<file path="src/rtl/lcd_pkg.sv">
// Shared constants and FSM state type for the LCD text feeder.
package lcd_pkg;

    localparam int unsigned LCD_COLS    = 16;
    localparam int unsigned LCD_CHARS   = 32;
    localparam int unsigned ADDR_W      = 5;
    localparam logic [7:0]  ASCII_SPACE = 8'h20;

    typedef enum logic [1:0] {
        StScan,
        StWaitRdy,
        StIssue,
        StGap
    } lcd_state_e;

endpackage

</file>
<file path="src/rtl/lcd_char_buffer.sv">
// 32-entry character shadow with dirty tracking and a registered read at the scan pointer.
module lcd_char_buffer
    import lcd_pkg::*;
(
    input  logic                 clk,
    input  logic                 rst,
    input  logic                 host_we,
    input  logic [ADDR_W-1:0]    host_addr,
    input  logic [7:0]           host_data,
    input  logic                 host_clr,
    input  logic                 set_all,
    input  logic                 issue,
    input  logic [ADDR_W-1:0]    ptr,
    output logic [7:0]           rd_data,
    output logic [LCD_CHARS-1:0] dirty
);

    logic [7:0]           ram_q [LCD_CHARS];
    logic [7:0]           ram_d [LCD_CHARS];
    logic [LCD_CHARS-1:0] dirty_q, dirty_d;
    logic [7:0]           rd_q;

    // Issue clears first so that any same-cycle host activity wins and re-dirties the entry.
    always_comb begin
        ram_d   = ram_q;
        dirty_d = dirty_q;
        if (issue) begin
            dirty_d[ptr] = 1'b0;
        end
        if (set_all) begin
            dirty_d = '1;
        end
        if (host_clr) begin
            for (int i = 0; i < LCD_CHARS; i++) begin
                ram_d[i] = ASCII_SPACE;
            end
            dirty_d = '1;
        end
        if (host_we) begin
            ram_d[host_addr]   = host_data;
            dirty_d[host_addr] = 1'b1;
        end
    end

    // Read the next-state RAM so a write landing just before issue is the value sent.
    always_ff @(posedge clk or posedge rst) begin
        if (rst) begin
            for (int i = 0; i < LCD_CHARS; i++) begin
                ram_q[i] <= ASCII_SPACE;
            end
            dirty_q <= '1;
            rd_q    <= ASCII_SPACE;
        end else begin
            ram_q   <= ram_d;
            dirty_q <= dirty_d;
            rd_q    <= ram_d[ptr];
        end
    end

    assign rd_data = rd_q;
    assign dirty   = dirty_q;

endmodule

</file>
<file path="src/rtl/lcd_text_buffer.sv">
// Streams dirty characters of a 16x2 shadow buffer to the HD44780 controller, paced by ready
// and a minimum gap. Optional periodic full repaint: define LCD_FULL_REFRESH_EN.
module lcd_text_buffer
    import lcd_pkg::*;
#(
    parameter int unsigned GAP_CYCLES     = 10000,
    parameter int unsigned REFRESH_CYCLES = 25_000_000
) (
    input  logic              clk,
    input  logic              rst,
    input  logic              host_we,
    input  logic [ADDR_W-1:0] host_addr,
    input  logic [7:0]        host_data,
    input  logic              host_clr,
    input  logic              lcd_ready,
    output logic [7:0]        char_data,
    output logic [ADDR_W-1:0] cursor_pos,
    output logic              write_enable,
    output logic              busy
);

    localparam int unsigned GapW = (GAP_CYCLES > 1) ? $clog2(GAP_CYCLES) : 1;

    lcd_state_e           state_q, state_d;
    logic [ADDR_W-1:0]    ptr_q, ptr_d;
    logic [GapW-1:0]      gap_q, gap_d;
    logic [7:0]           char_q, char_d;
    logic [ADDR_W-1:0]    pos_q, pos_d;
    logic [7:0]           rd_data;
    logic [LCD_CHARS-1:0] dirty;
    logic                 issue;
    logic                 set_all;

    assign issue = (state_q == StIssue);

`ifdef LCD_FULL_REFRESH_EN
    localparam int unsigned RefW = (REFRESH_CYCLES > 1) ? $clog2(REFRESH_CYCLES) : 1;

    logic [RefW-1:0] ref_q;

    assign set_all = (ref_q == RefW'(REFRESH_CYCLES - 1));

    always_ff @(posedge clk or posedge rst) begin
        if (rst) begin
            ref_q <= '0;
        end else if (set_all) begin
            ref_q <= '0;
        end else begin
            ref_q <= ref_q + 1'b1;
        end
    end
`else
    // Refresh disabled; the period parameter stays so both builds share one interface.
    assign set_all = 1'b0 && (REFRESH_CYCLES == 0);
`endif

    lcd_char_buffer u_buf (
        .clk       (clk),
        .rst       (rst),
        .host_we   (host_we),
        .host_addr (host_addr),
        .host_data (host_data),
        .host_clr  (host_clr),
        .set_all   (set_all),
        .issue     (issue),
        .ptr       (ptr_q),
        .rd_data   (rd_data),
        .dirty     (dirty)
    );

    always_comb begin
        state_d = state_q;
        ptr_d   = ptr_q;
        gap_d   = gap_q;
        char_d  = char_q;
        pos_d   = pos_q;
        unique case (state_q)
            StScan: begin
                if (dirty[ptr_q]) begin
                    state_d = StWaitRdy;
                end else begin
                    ptr_d = ptr_q + 1'b1;
                end
            end
            StWaitRdy: begin
                if (lcd_ready) begin
                    state_d = StIssue;
                end
            end
            StIssue: begin
                char_d  = rd_data;
                pos_d   = ptr_q;
                gap_d   = GapW'(GAP_CYCLES - 1);
                ptr_d   = ptr_q + 1'b1;
                state_d = StGap;
            end
            StGap: begin
                if (gap_q == '0) begin
                    state_d = StScan;
                end else begin
                    gap_d = gap_q - 1'b1;
                end
            end
            default: state_d = StScan;
        endcase
    end

    always_ff @(posedge clk or posedge rst) begin
        if (rst) begin
            state_q <= StScan;
            ptr_q   <= '0;
            gap_q   <= '0;
            char_q  <= 8'h00;
            pos_q   <= '0;
        end else begin
            state_q <= state_d;
            ptr_q   <= ptr_d;
            gap_q   <= gap_d;
            char_q  <= char_d;
            pos_q   <= pos_d;
        end
    end

    // Outputs show the live entry during issue and hold the last sent pair otherwise.
    assign write_enable = issue;
    assign char_data    = issue ? rd_data : char_q;
    assign cursor_pos   = issue ? ptr_q : pos_q;
    assign busy         = (|dirty) || (state_q == StGap);

endmodule

</file>
<file path="config.mk">
export PLATFORM = sky130hd
export DESIGN_NAME = lcd_text_buffer
export DESIGN_NICKNAME = d
export VERILOG_FILES = /design/src/rtl/lcd_pkg.sv /design/src/rtl/lcd_char_buffer.sv /design/src/rtl/lcd_text_buffer.sv
export SDC_FILE = /design/constraint.sdc
export NUM_CORES = 1
export LEC_CHECK = 0
export ABC_AREA = 1
export BUFFER_PORTS_ARGS = -buffer_cell sky130_fd_sc_hd__buf_4
export CAP_MARGIN = 20
export CORE_MARGIN = 3
export CORE_UTILIZATION = 59
export CTS_BUF_LIST = sky130_fd_sc_hd__clkbuf_2 sky130_fd_sc_hd__clkbuf_4 sky130_fd_sc_hd__clkbuf_8
export DETAILED_ROUTE_END_ITERATION = 8
export PLACE_DENSITY = 0.79
export SLEW_MARGIN = 20
export SYNTH_ARGS = -nofsm -noshare
export SYNTH_HDL_FRONTEND = slang
export SYNTH_SLANG_ARGS = --single-unit
</file>
<file path="constraint.sdc">
create_clock -name clk -period 8.5 [get_ports clk]
set_input_delay 0 -clock clk [delete_from_list [all_inputs] [get_ports clk]]
set_output_delay 0 -clock clk [all_outputs]
set_load 0.01 [all_outputs]
</file>
==> summary by stage <==
Status
The flow ran to the end, and the final reports show no timing, DRC or antenna violations.

Worst setup path
The cell seen most often among critical-path stages is sky130_fd_sc_hd__nand2_1. The signal on the critical path passes through buf_4 -> buf_4 -> nor2_1 -> nor2_1 -> o21ai_0 -> nand2_1 -> nand2_1 -> nand2_1 -> nor2_1 -> nand3_1 -> nand2_1 -> nand2_1 -> o21ai_0. STA classifies the critical path endpoint as a register. In this run the worst path has a maximum fanout of 68. On the critical path, the stage with the largest delay is an instance of sky130_fd_sc_hd__buf_4. The required time of the critical path is about 9 ns. The data arrival time of the worst path is around 3.9 ns. The type of the worst setup path is register to register. The worst register-to-register path ends at ptr_q[1]$_DFFE_PP0P_. The worst register-to-register path has a depth of 13.

The worst register-to-register path begins at ptr_q[0]$_DFFE_PP0P_. On the worst path, the slowest cell contributes a delay of approximately 0.75 ns. The type of element launching the critical path is a register. The setup check on the worst reg-to-reg path leaves a slack of slightly above 5 ns.

GRT
For met3 alone, demand over resource in global routing was about 6.3%. Global routing used about half of the available met2 tracks. The met1 track demand over resource is between 40% and 50%. The number of antenna violations at the first check in global routing came to 0. The leftover overflow at the end of global routing is 0. Entering global routing, the biggest net connects ~160 pins.

In this run the most used layer during global routing was met2. The aggregate global-route resource usage is 33.32%. The first-pass GRT wire length is between 80 and 90 mm. The via count of the first global-routing pass is roughly 17k.

Timing
The number of endpoints with negative hold slack in the final report came to 0. Measured against its own limit, the worst slew margin works out to 33.34%. The timing-limited maximum frequency is 290.4 MHz. The ratio of final minimum period to clock period is 40.51%. The actual transition at the worst max-transition pin is 0.9962 ns.

Across the routed clock network, the largest skew measured is about 0.027 ns. The worst path in the final design needs a cycle of about 3.4 ns, including I/O delays and setup. The count of endpoints failing setup in the final report is 0. The number of pins with negative max-slew slack in the final report came to 0. The summed negative setup slack over all endpoints is 0 ns. Setup repair after global routing left no endpoint under its margin. The hold slack is 0.03071 ns.

Placed design
The congestion estimate from routability-driven global placement came to between 1 and 1.5. Summing all placed instances gives a cell area of about 19000 µm². The HPWL after detailed placement is between 30 and 40 mm.

The cell count after placement is roughly 3k. Buffers placed on the I/O ports in this run total 32.

Synth
Yosys mapped the design onto 32 distinct sky130hd cell types. The total standard cell area after synthesis is between 15000 and 20000 µm². The number of nets in the synthesized netlist is ~2.7k. Sequential cells were found to cover about 45% of the synthesized design area. The synthesized area per cell is just under 7 µm². By area the synthesized netlist is led by sky130_fd_sc_hd__dfrtp_1 (36%), sky130_fd_sc_hd__nand2_1 (28%), sky130_fd_sc_hd__nand3_1 (9.8%). For this run, the number of Yosys warnings is 0.

The number of storage elements in the synthesis netlist is 330. The top flip-flop cell by instance count after synthesis is sky130_fd_sc_hd__dfrtp_1. In this run the biggest area consumer among cell types represents 36.12% of the synthesized area. The count of flip-flops with a built-in enable after synthesis is 0. Summed over all instances, the cell type with the most area after synthesis is sky130_fd_sc_hd__dfrtp_1. The gate count after technology mapping is 2700. For this run, asynchronously set or reset flops after synthesis account for 100.0%.

Die
The floorplan step defined a core boundary enclosing 30190 µm². The number of primary I/O pins is 33. The initial core utilization is 60.81%.

The site row count is 63. The floorplan step defined a die boundary enclosing between 30000 and 40000 µm². The horizontal die dimension is around 180 µm.

The die is between 150 and 200 µm tall.

Cells and area
The post-layout instance count excluding filler cells is roughly 3.1k. The growth of design area from synthesis to finish is 9.582%. The top cell types in the final layout, fill and taps aside, are sky130_fd_sc_hd__nand2_1 (1377), sky130_fd_sc_hd__nand3_1 (360), sky130_fd_sc_hd__dfrtp_1 (263), sky130_fd_sc_hd__inv_1 (151), sky130_fd_sc_hd__and2_1 (105). In the final layout, the share of cells above drive strength 1 is about a tenth. The layout has approximately 2.6k filler cells. The repair_antennas step left the layout with diodes totalling 0. The final instance area is a little over 20000 µm². The library cell used most frequently in the layout, excluding fill and tap cells, is sky130_fd_sc_hd__nand2_1. The total number of nets in the final design is approximately 2.7k.

For this run, the share of the core covered by cells in the final layout is 66.64%.

Pwr
The leakage dissipation is 11.73 nW. Power spread over the standard cell area amounts to 216.6 nW/µm². The clock network burns a little over a third of the power.

In this run switching power makes up roughly 36% of total power. The reported net switching power is around 1.6 mW. The internal power contribution is ~2.8 mW. Combinational cells account for between 20% and 30% of the total power.

Across the VDD grid, the largest voltage drop is approximately 0.16 mV. The share of total power in sequential cells is approximately two fifths.

Job
The number of maximum-capacitance violations is 0.

Hold path
The end point of the most critical hold path is u_buf.ram_q[104]$_DFF_PP0_. The worst hold path was traced through 6 stages. The tightest min-delay check is of the primary input to register type.

The startpoint identified for the worst hold timing path is host_data[0].

Clock tree
Counting the buffers created by CTS gives between 50 and 60. At the later pin of the worst-skew pair, clock insertion delay measures 0.63 ns. TritonCTS built the clock tree. Clock-pin slew was measured on the worst setup and hold paths at roughly 0.06 ns.

The number of gates resized after CTS was 0. The tree built by TritonCTS fans out to 330 sinks. After clock tree synthesis, the setup repair step added 0 buffers. In this run the number of H-tree levels came out at 2. The tree is rooted in a sky130_fd_sc_hd__clkbuf_8. The clock passes through at most 3 buffers.

Detailed routing
The number of nets with antenna violations after detailed routing is 0. The iteration-0 DRC count of the detailed router is 2152. The routed via count divided by cell count is about 5.7.

The number of remaining DRC errors is 0. The wire length reported by the detailed router is between 50 and 60 mm. The first TritonRoute pass finished after 7 iterations. Dividing the detail-routed wire length by the instance count gives 17.61 µm. Across all layers, the routed design uses ~18k vias.
==> power groups by stage <==
stage	Sequential, mW	Clock, mW	Combinational, mW
after floorplan	1.72	0	0.758
after global placement	1.78	0	1.03
after detailed placement	1.78	0	1.04
after CTS	1.76	1.53	1.05
after global routing	1.77	1.61	1.18
final	1.76	1.52	1.08
==> critical path: cells and delay by family (launching register included) <==
family | cells | cell delay, ns
flip-flops | 1 | 0.69
buffers and inverters | 2 | 1.41
AO/OA/AOI/OAI | 2 | 0.16
AND/OR/NAND/NOR | 9 | 0.97
==> sequential cells by signal, indices dropped and copies added (netlist names) <==
register and count:
state_q 2, ptr_q 5, gap_q 14, u_buf.dirty 32, u_buf.rd_data 8, char_q 8, u_buf.ram_q 256, pos_q 5
==> layout make-up <==
cell class              count  area (µm²)  area share, %
inverters                 163       623.1          3.097
repair buffers             67       540.5          2.687
flip-flops and latches    330        8344          41.47
clock buffers              96        1159          5.759
well taps                 390       488.0          2.425
multi-input cells        2084        8920          44.33
clock inverters             7       45.04         0.2239
==> cell families (layout without fill, tap and decap cells) <==
| group | after synthesis | count (layout) | share of synthesized area [%] |
|---|---|---|---|
| compound gates | 64 | 64 | 1.840 |
| flops | 330 | 330 | 45.42 |
| fa+ha+maj | 10 | 10 | 0.6815 |
| buf+inv | 286 | 333 | 5.997 |
| simple gates | 2005 | 2005 | 45.82 |
| xor+xnor | 4 | 4 | 0.1908 |
| mux | 1 | 1 | 0.05452 |
==> stage by stage <==
stage	total power, mW	setup slack [ns]
CTS	4.336	5.158
global route	4.559	4.802
finish	4.358	5.056
floorplan	2.477	4.146
global placement	2.805	5.224
detailed placement	2.824	5.180
==> worst max-delay path by stage <==
| stage | from | endpoint | slack, ns |
|---|---|---|---|
| after floorplan | rst | char_q[0]$_DFF_PP0_ | 4.15 |
| after global placement | ptr_q[0]$_DFFE_PP0P_ | ptr_q[1]$_DFFE_PP0P_ | 5.22 |
| after detailed placement | ptr_q[0]$_DFFE_PP0P_ | ptr_q[2]$_DFFE_PP0P_ | 5.18 |
| after CTS | ptr_q[0]$_DFFE_PP0P_ | ptr_q[1]$_DFFE_PP0P_ | 5.16 |
| after global routing | ptr_q[0]$_DFFE_PP0P_ | ptr_q[1]$_DFFE_PP0P_ | 4.80 |
| final | ptr_q[0]$_DFFE_PP0P_ | ptr_q[1]$_DFFE_PP0P_ | 5.06 |
==> routing by layer <==
metal	share of wire, %	vias up
li1	-	8408
met1	41	8220
met2	44	963
met3	10	206
met4	5.1	0
met5	0	-
==> cell usage after synthesis, types with 2 or more instances <==
cell type / instances
sky130_fd_sc_hd__a21oi_1: 9
sky130_fd_sc_hd__and2_1: 105
sky130_fd_sc_hd__buf_1: 15
sky130_fd_sc_hd__buf_2: 13
sky130_fd_sc_hd__buf_4: 3
sky130_fd_sc_hd__clkbuf_1: 92
sky130_fd_sc_hd__clkinv_1: 2
sky130_fd_sc_hd__dfrtp_1: 265
sky130_fd_sc_hd__dfstp_2: 65
sky130_fd_sc_hd__ha_1: 10
sky130_fd_sc_hd__inv_1: 159
sky130_fd_sc_hd__inv_2: 2
sky130_fd_sc_hd__nand2_1: 1377
sky130_fd_sc_hd__nand2_2: 14
sky130_fd_sc_hd__nand3_1: 360
sky130_fd_sc_hd__nand4_1: 3
sky130_fd_sc_hd__nor2_1: 95
sky130_fd_sc_hd__nor2_2: 6
sky130_fd_sc_hd__nor3_1: 8
sky130_fd_sc_hd__nor4_1: 8
sky130_fd_sc_hd__o211ai_1: 3
sky130_fd_sc_hd__o21ai_0: 47
sky130_fd_sc_hd__o31ai_1: 2
sky130_fd_sc_hd__or2_2: 26
sky130_fd_sc_hd__xor2_1: 4
==> timing repair <==
action	4_1_cts	5_1_grt
hold endpoints to repair	89	0
hold buffers	10	0
setup endpoints to repair	0	0
(Power assumes the default switching activity.)
